## config.mk

```make
export PLATFORM = sky130hd
export DESIGN_NAME = h14tx_pattern_gen
export DESIGN_NICKNAME = d
export VERILOG_FILES = /design/src/rtl/h14tx_pattern_gen.sv
export SDC_FILE = /design/constraint.sdc
export NUM_CORES = 1
export LEC_CHECK = 0
export CAP_MARGIN = 25
export CORE_MARGIN = 1.5
export CORE_UTILIZATION = 44
export DETAILED_ROUTE_END_ITERATION = 8
export PLACE_DENSITY = 0.84
export SETUP_SLACK_MARGIN = 0.1
export SLEW_MARGIN = 40
export SYNTH_ARGS = -nofsm -noshare
export SYNTH_HDL_FRONTEND = slang
export SYNTH_SLANG_ARGS = --single-unit
```

## constraint.sdc

```tcl
create_clock -name clk -period 1.5 [get_ports clk]
set_clock_uncertainty 0.05 [all_clocks]
set_input_delay 0.15 -clock clk [delete_from_list [all_inputs] [get_ports clk]]
set_output_delay 0.15 -clock clk [all_outputs]
set_load 0.005 [all_outputs]
```

## src/rtl/h14tx_pattern_gen.sv

```systemverilog
// Test-pattern source for the DVI/HDMI output stage: bars, ramp, checker, box.
// Define H14TX_PATGEN_BOX_EN to build the bouncing box; otherwise mode 3 is flat mid-grey.
module h14tx_pattern_gen #(
  parameter int BitWidth     = 12,
  parameter int BitHeight    = 11,
  parameter int ActiveWidth  = 1280,
  parameter int ActiveHeight = 720,
  parameter int BoxSize      = 64,
  parameter int BoxStep      = 2
) (
  input  logic                 clk,
  input  logic                 rst,
  input  logic [BitWidth-1:0]  x,
  input  logic [BitHeight-1:0] y,
  input  logic [1:0]           mode,
  output logic [2:0][7:0]      video,
  output logic                 frame_start,
  output logic [1:0]           active_mode
);

  localparam int BarW = ActiveWidth / 8;
  localparam int XW   = BitWidth + 1;
  localparam int YW   = BitHeight + 1;

  logic                act_q, act_d;
  logic                frame_q, frame_d;
  logic [2:0]          bar_idx_q, bar_idx_d;
  logic [BitWidth-1:0] bar_cnt_q, bar_cnt_d;
  logic [1:0]          mode_eff;
  logic [2:0]          bar_rgb;
  logic [2:0][7:0]     pix_d;
  logic [2:0][7:0]     video_q;
  logic                frame_start_q;
  logic [1:0]          active_mode_q;
  logic [7:0]          ramp_v;
  logic                chk_v;

`ifdef H14TX_PATGEN_BOX_EN
  logic [BitWidth-1:0]  x_q;
  logic [BitHeight-1:0] y_q;
  logic [BitWidth-1:0]  bx_q, bx_d;
  logic [BitHeight-1:0] by_q, by_d;
  logic                 dx_q, dx_d, dy_q, dy_d;
  logic                 in_box;
  assign ramp_v = x_q[7:0];
  assign chk_v  = x_q[5] ^ y_q[5];
`else
  logic [7:0] x_q;
  logic       y_q;
  assign ramp_v = x_q;
  assign chk_v  = x_q[5] ^ y_q;
`endif

  assign frame_d = (x == '0) && (y == '0);
  assign act_d   = ({1'b0, x} < XW'(ActiveWidth)) && ({1'b0, y} < YW'(ActiveHeight));

  // Bar index tracks the scan with a per-bar pixel counter instead of x / BarW.
  always_comb begin
    bar_idx_d = bar_idx_q;
    bar_cnt_d = bar_cnt_q + 1'b1;
    if (x == '0) begin
      bar_idx_d = '0;
      bar_cnt_d = '0;
    end else if (bar_cnt_q == BitWidth'(BarW - 1)) begin
      bar_cnt_d = '0;
      if (bar_idx_q != 3'd7) bar_idx_d = bar_idx_q + 3'd1;
    end
  end

  always_ff @(posedge clk or posedge rst) begin
    if (rst) begin
      x_q       <= '0;
      y_q       <= '0;
      act_q     <= 1'b0;
      frame_q   <= 1'b0;
      bar_idx_q <= '0;
      bar_cnt_q <= '0;
    end else begin
`ifdef H14TX_PATGEN_BOX_EN
      x_q <= x;
      y_q <= y;
`else
      x_q <= x[7:0];
      y_q <= y[5];
`endif
      act_q     <= act_d;
      frame_q   <= frame_d;
      bar_idx_q <= bar_idx_d;
      bar_cnt_q <= bar_cnt_d;
    end
  end

  // The (0,0) pixel itself already belongs to the new frame's mode and box position.
  assign mode_eff = frame_q ? mode : active_mode_q;

`ifdef H14TX_PATGEN_BOX_EN
  always_comb begin
    bx_d = bx_q;
    by_d = by_q;
    dx_d = dx_q;
    dy_d = dy_q;
    if (frame_q) begin
      if (dx_q) begin
        if ({1'b0, bx_q} + XW'(BoxSize + BoxStep) <= XW'(ActiveWidth)) begin
          bx_d = bx_q + BitWidth'(BoxStep);
        end else begin
          dx_d = 1'b0;
          bx_d = bx_q - BitWidth'(BoxStep);
        end
      end else if (bx_q >= BitWidth'(BoxStep)) begin
        bx_d = bx_q - BitWidth'(BoxStep);
      end else begin
        dx_d = 1'b1;
        bx_d = bx_q + BitWidth'(BoxStep);
      end
      if (dy_q) begin
        if ({1'b0, by_q} + YW'(BoxSize + BoxStep) <= YW'(ActiveHeight)) begin
          by_d = by_q + BitHeight'(BoxStep);
        end else begin
          dy_d = 1'b0;
          by_d = by_q - BitHeight'(BoxStep);
        end
      end else if (by_q >= BitHeight'(BoxStep)) begin
        by_d = by_q - BitHeight'(BoxStep);
      end else begin
        dy_d = 1'b1;
        by_d = by_q + BitHeight'(BoxStep);
      end
    end
  end

  assign in_box = ({1'b0, x_q} >= {1'b0, bx_d}) &&
                  ({1'b0, x_q} <  ({1'b0, bx_d} + XW'(BoxSize))) &&
                  ({1'b0, y_q} >= {1'b0, by_d}) &&
                  ({1'b0, y_q} <  ({1'b0, by_d} + YW'(BoxSize)));

  always_ff @(posedge clk or posedge rst) begin
    if (rst) begin
      bx_q <= '0;
      by_q <= '0;
      dx_q <= 1'b1;
      dy_q <= 1'b1;
    end else begin
      bx_q <= bx_d;
      by_q <= by_d;
      dx_q <= dx_d;
      dy_q <= dy_d;
    end
  end
`endif

  // {R,G,B} on/off per bar, white through black.
  always_comb begin
    case (bar_idx_q)
      3'd0:    bar_rgb = 3'b111;
      3'd1:    bar_rgb = 3'b110;
      3'd2:    bar_rgb = 3'b011;
      3'd3:    bar_rgb = 3'b010;
      3'd4:    bar_rgb = 3'b101;
      3'd5:    bar_rgb = 3'b100;
      3'd6:    bar_rgb = 3'b001;
      default: bar_rgb = 3'b000;
    endcase
  end

  always_comb begin
    pix_d = '0;
    if (act_q) begin
      case (mode_eff)
        2'd0:    pix_d = {{8{bar_rgb[2]}}, {8{bar_rgb[1]}}, {8{bar_rgb[0]}}};
        2'd1:    pix_d = {3{ramp_v}};
        2'd2:    pix_d = chk_v ? '1 : '0;
`ifdef H14TX_PATGEN_BOX_EN
        default: pix_d = in_box ? '1 : '0;
`else
        default: pix_d = {3{8'h80}};
`endif
      endcase
    end
  end

  always_ff @(posedge clk or posedge rst) begin
    if (rst) begin
      video_q       <= '0;
      frame_start_q <= 1'b0;
      active_mode_q <= 2'd0;
    end else begin
      video_q       <= pix_d;
      frame_start_q <= frame_q;
      active_mode_q <= mode_eff;
    end
  end

  assign video       = video_q;
  assign frame_start = frame_start_q;
  assign active_mode = active_mode_q;

endmodule

```

Word-level counts from Yosys, hierarchy flattened. Cells that the tools add are included.

$add $sub $neg: 2. Order comparisons: 2. Eq/ne operators: 10. Mux-type cells: 10. Bitwise logic cells: 1. Reduce and logical (&&, ||, !) cells: 9.

Operators by type and width (count): 24-bit case mux with 3 select lines (1); 24-bit 2-to-1 mux (2); 12-bit 2-to-1 mux (2); 3-bit case mux with 7 select lines (1); 12-bit by 1-bit adder with 12-bit output, second input constant (1); 12-bit by 8-bit == test with 1-bit output, second input constant (1); 12-bit zero test (1); 12-bit by 11-bit less-than comparator with 1-bit output, second input constant (1); 11-bit zero test (1); 11-bit by 10-bit less-than comparator with 1-bit output, second input constant (1); 3-bit == test, second input constant (3); 3-bit 2-to-1 mux (3); 3-bit by 2-bit == test with 1-bit output, second input constant (2); 2-bit nonzero test (2); 3-bit by 1-bit adder with 3-bit output, second input constant (1); 3-bit by 1-bit == test with 1-bit output, second input constant (1); 3-bit zero test (1); 3-bit != test, second input constant (1); 2-bit by 1-bit == test with 1-bit output, second input constant (1); 2-bit == test, second input constant (1); 1-bit logical AND (2); 2-bit zero test (1); 2-bit 2-to-1 mux (1); 2-bit AND reduction (1); 1-bit bitwise XOR (1).

Register bits after elaboration: 53. Input port bits: 27. Word-level logic and storage cells: 45.

Depth between registers and ports, before layout.
Depth in word-level cells: 4. Depth in mapped cells: 7. Depth with buffers taken out: 6.

Worst setup path before layout. Ideal clock, no wire load.

Path kind: register -> register. Start point: reg bar_idx_q[0]. End point: reg bar_idx_q[2]. Setup time: 0.073 ns. Arrival: 1.545 ns. Data required time: 1.377 ns. Setup slack: -0.168 ns. Stages on the path, launching flop included: 8. Path buffers: 1. Clock period less this slack: 1.668 ns. Path through: dfrtp_1 -> ha_1 -> ha_1 -> nor3_1 -> and4_1 -> buf_2 -> mux2i_1 -> nor2b_1.

Cells in the longest elaborated chain, start to end: 4.

RTL lines: from (decl) (RTL line 27) `logic [2:0] bar_idx_q, bar_idx_d;`; from (signal assigned) (RTL line 88) `bar_idx_q <= bar_idx_d;`; 3-bit by 1-bit adder with 3-bit output (RTL line 66) `if (bar_idx_q != 3'd7) bar_idx_d = bar_idx_q + 3'd1;`; 3-bit 2-to-1 mux (RTL line 66); 3-bit 2-to-1 mux (RTL line 64) `end else if (bar_cnt_q == BitWidth'(BarW - 1)) begin`; 3-bit 2-to-1 mux (RTL line 61) `if (x == '0) begin`.

Parallel ways exist; a longest one is shown, timed or not. The select of a mux whose other input is x is not followed. A chain may end at the register's enable or synchronous reset.

==> flow_metrics.py <==
metrics = {
    "power": {
        "peakVddDrop_uv": 618,
        "p_per_area_nw_per_um2": 886,
        "p_leak_nw": 1.69,
    },
    "yosys": {
        "ys.flop_type": "dfrtp_1",
        "yosys.area.top_type": "dfrtp_1",
        "yosysWarnings": 0,
        "ys_top_cells_by_count": "dfrtp_1 (53), nand2_1 (20), nor2_1 (20), a21boi_0 (17)",
        "synth_seq_area_share_pct": 60.6,
        "synthesis.area_um2": 2190,
        "ys_ff_latch": 53,
        "synth_enable_flop_cells": 0,
        "post-synth-top-count-cell": "dfrtp_1",
        "syn-num-nets": 227,
        "synthTopCellsByArea": "dfrtp_1 (61%), a21boi_0 (5.8%), ha_1 (4.0%)",
        "synth_cell_types": 31,
        "avgSynthCellArea_um2": 11.3,
        "synth_cells": 193,
        "async_flop_share_pct": 100,
        "netlist.area_leader.share_pct": 60.6,
    },
    "place": {
        "gp_congestion": 0.814,
        "pre_cts_ws_ps": -208,
        "hpwl_mm": 3.53,
        "port_buffers": 53,
        "dpl.cell_count": 335,
    },
    "sta": {
        "final.setup.worst_slack_ps": -93.2,
        "layout_min_cycle_time_ps": 1590,
        "timing.fmax_ghz": 0.628,
        "report.final.slew_viol_count": 0,
        "rsz0062_at_grt": "yes",
        "slew_headroom_pct": 67.5,
        "hold_slack_ps": 58.2,
        "layout_worst_path_cycle_share_pct": 106,
        "finalHoldViolations": 0,
        "setup_viol": 23,
        "worstMarginPinSlew_ps": 487,
    },
    "global_route": {
        "antenna_found_initial": 0,
        "overflow": 0,
        "grt_max_degree": 45,
        "track_usage_pct": 22.2,
        "grt_pass1_vias": 1854,
        "grt_pass1_wl_mm": 8.83,
    },
    "worst_setup_path": {
        "path_class": "flip-flop to flip-flop",
        "r2r_cells": 6,
        "critPathLaunchType": "flip-flop",
        "crit_arrival_ps": 1750,
        "r2r_setup_slack_ps": -90,
        "required_ps": 1660,
        "end_kind": "flip-flop",
        "path_max_fanout": 7,
    },
    "final_layout": {
        "area_growth_syn_to_layout_pct": 63.0,
        "instances_no_fill": 356,
        "n_antenna_cell": 0,
        "layout-drive-gt1-share_pct": 34.6,
        "final_nets": 322,
        "fin_util_pct": 75.1,
    },
    "clock_tree": {
        "htree_levels": 2,
        "clock_sinks": 53,
        "clk_pin_slew_ps": 110,
        "clockBufferDepth": 2,
        "cts_tree": "yes",
        "cts_root_buf": "clkbuf_8",
        "clk_latency_ps": 320,
        "cts_buffers": 5,
    },
    "floorplan": {
        "num_io_pins": 54,
        "die_w_um": 73.5,
        "std_cell_rows": 25,
        "initial_core_util_pct": 46.1,
        "die_h_um": 73.5,
        "core-area_um2": 4750,
        "die_area_um2": 5410,
    },
    "detailed_routing": {
        "drc": 0,
        "postRouteAntennaNets": 0,
        "drtPass1Iterations": 4,
        "routed_via_density": 5.18,
        "finalWirelength_mm": 5.69,
        "vias": 1844,
        "drt_iter0_drc": 123,
        "drt-wirelength-per-cell_um": 16.0,
    },
    "outcome": {
        "violations": "negative setup slack",
        "status": "finished, violations left",
    },
    "run": {
        "cap_viol_max_count": 0,
    },
    "hold_path": {
        "hp-class": "input port to asynchronous set/reset pin",
    },
}
## placed cells by master (no fill, tap or decap), types with 3 or more instances in the layout
cell and instances:
nor4_2 4, and3_1 3, clkbuf_8 5, ha_4 3
buf_6 11, dfrtp_1 48, nor4_1 3, nor2_4 8
dlymetal6s2s_1 13, inv_1 3, a21boi_1 15, nand2_1 19
buf_4 26, dfrtp_2 5, ha_2 4, nor2_1 11
nand4_1 3, clkdlybuf4s50_1 38, xnor2_1 6, o21ai_2 3
xor2_1 4, a21oi_1 6
## registers in the layout (all words and copies together), names as in the netlist
signal	count
frame_start	1
y_q	1
bar_cnt_q	12
video	24
active_mode	2
frame_q	1
act_q	1
ramp_v	8
bar_idx_q	3
## kinds of logic after synthesis
family	share of synthesized area [%]
xor+xnor	4.80
fa+ha+maj	4.00
compound gates	11.4
flops	60.6
buf+inv	2.17
mux	2.00
simple gates	15.0
## metal layers
| metal | GRT usage (%) | share of wire, % | vias up |
|---|---|---|---|
| met2 | 39.0 | 53 | 73 |
| met5 | 0 | 0 | - |
| met3 | 5.21 | 5.7 | 16 |
| met1 | 25.4 | 38 | 901 |
| li1 | - | - | 854 |
| met4 | 10.5 | 3.1 | 0 |
## cell type report
| cell class | count | area (um^2) |
|---|---|---|
| flip-flops and latches | 53 | 1330 |
| multi-input cells | 128 | 1110 |
| clock inverters | 3 | 25.0 |
| inverters | 8 | 38.8 |
| clock buffers | 5 | 68.8 |
| fillers | 289 | 1180 |
| well taps | 67 | 83.8 |
| repair buffers | 92 | 910 |
## power by group
part | leakage, nW | switching [W] | total (W) | internal (W)
clock | 0.0447 | 0.000517 | 0.000856 | 0.000338
combinational | 0.959 | 0.000288 | 0.000642 | 0.000354
sequential | 0.690 | 0.000128 | 0.00166 | 0.00154
total | 1.69 | 0.000933 | 0.00316 | 0.00223
## worst max-delay path, cell delays in order (launching register included)
cell and delay [ps]:
dfrtp_2 430, inv_1 90, ha_2 210, nor3_4 240, a21oi_4 110, a21oi_4 250, a21boi_1 120
## through the flow
step	total power (W)	area [um^2]	TNS, ps
6_report	0.00316	3570	-1330
4_1_cts	0.00300	3360	-1010
3_5_place_dp	0.00211	3050	-6140
5_1_grt	0.00330	3570	-3560
3_3_place_gp	0.00208	3050	-4750
2_1_floorplan	0.00186	2250	-111
## timing repair
item | in CTS | in global routing
gates resized for setup | 59 | 44
pin swaps | 9 | 16
buffers inserted | 7 | 6
setup endpoints to repair | 30 | 50
endpoints found under the hold margin | 0 | 1
hold buffers | 0 | 1
## final timing paths
path                               from              to
max in group asynchronous           rst  active_mode[0]
hold reg to reg                 frame_q     frame_start
setup reg to reg           bar_idx_q[0]        video[6]
setup / recovery           bar_idx_q[0]        video[6]
hold / removal                      rst    bar_cnt_q[5]
min in group clk                   x[2]       ramp_v[2]
Note: power is estimated with default switching activity, not from simulation.
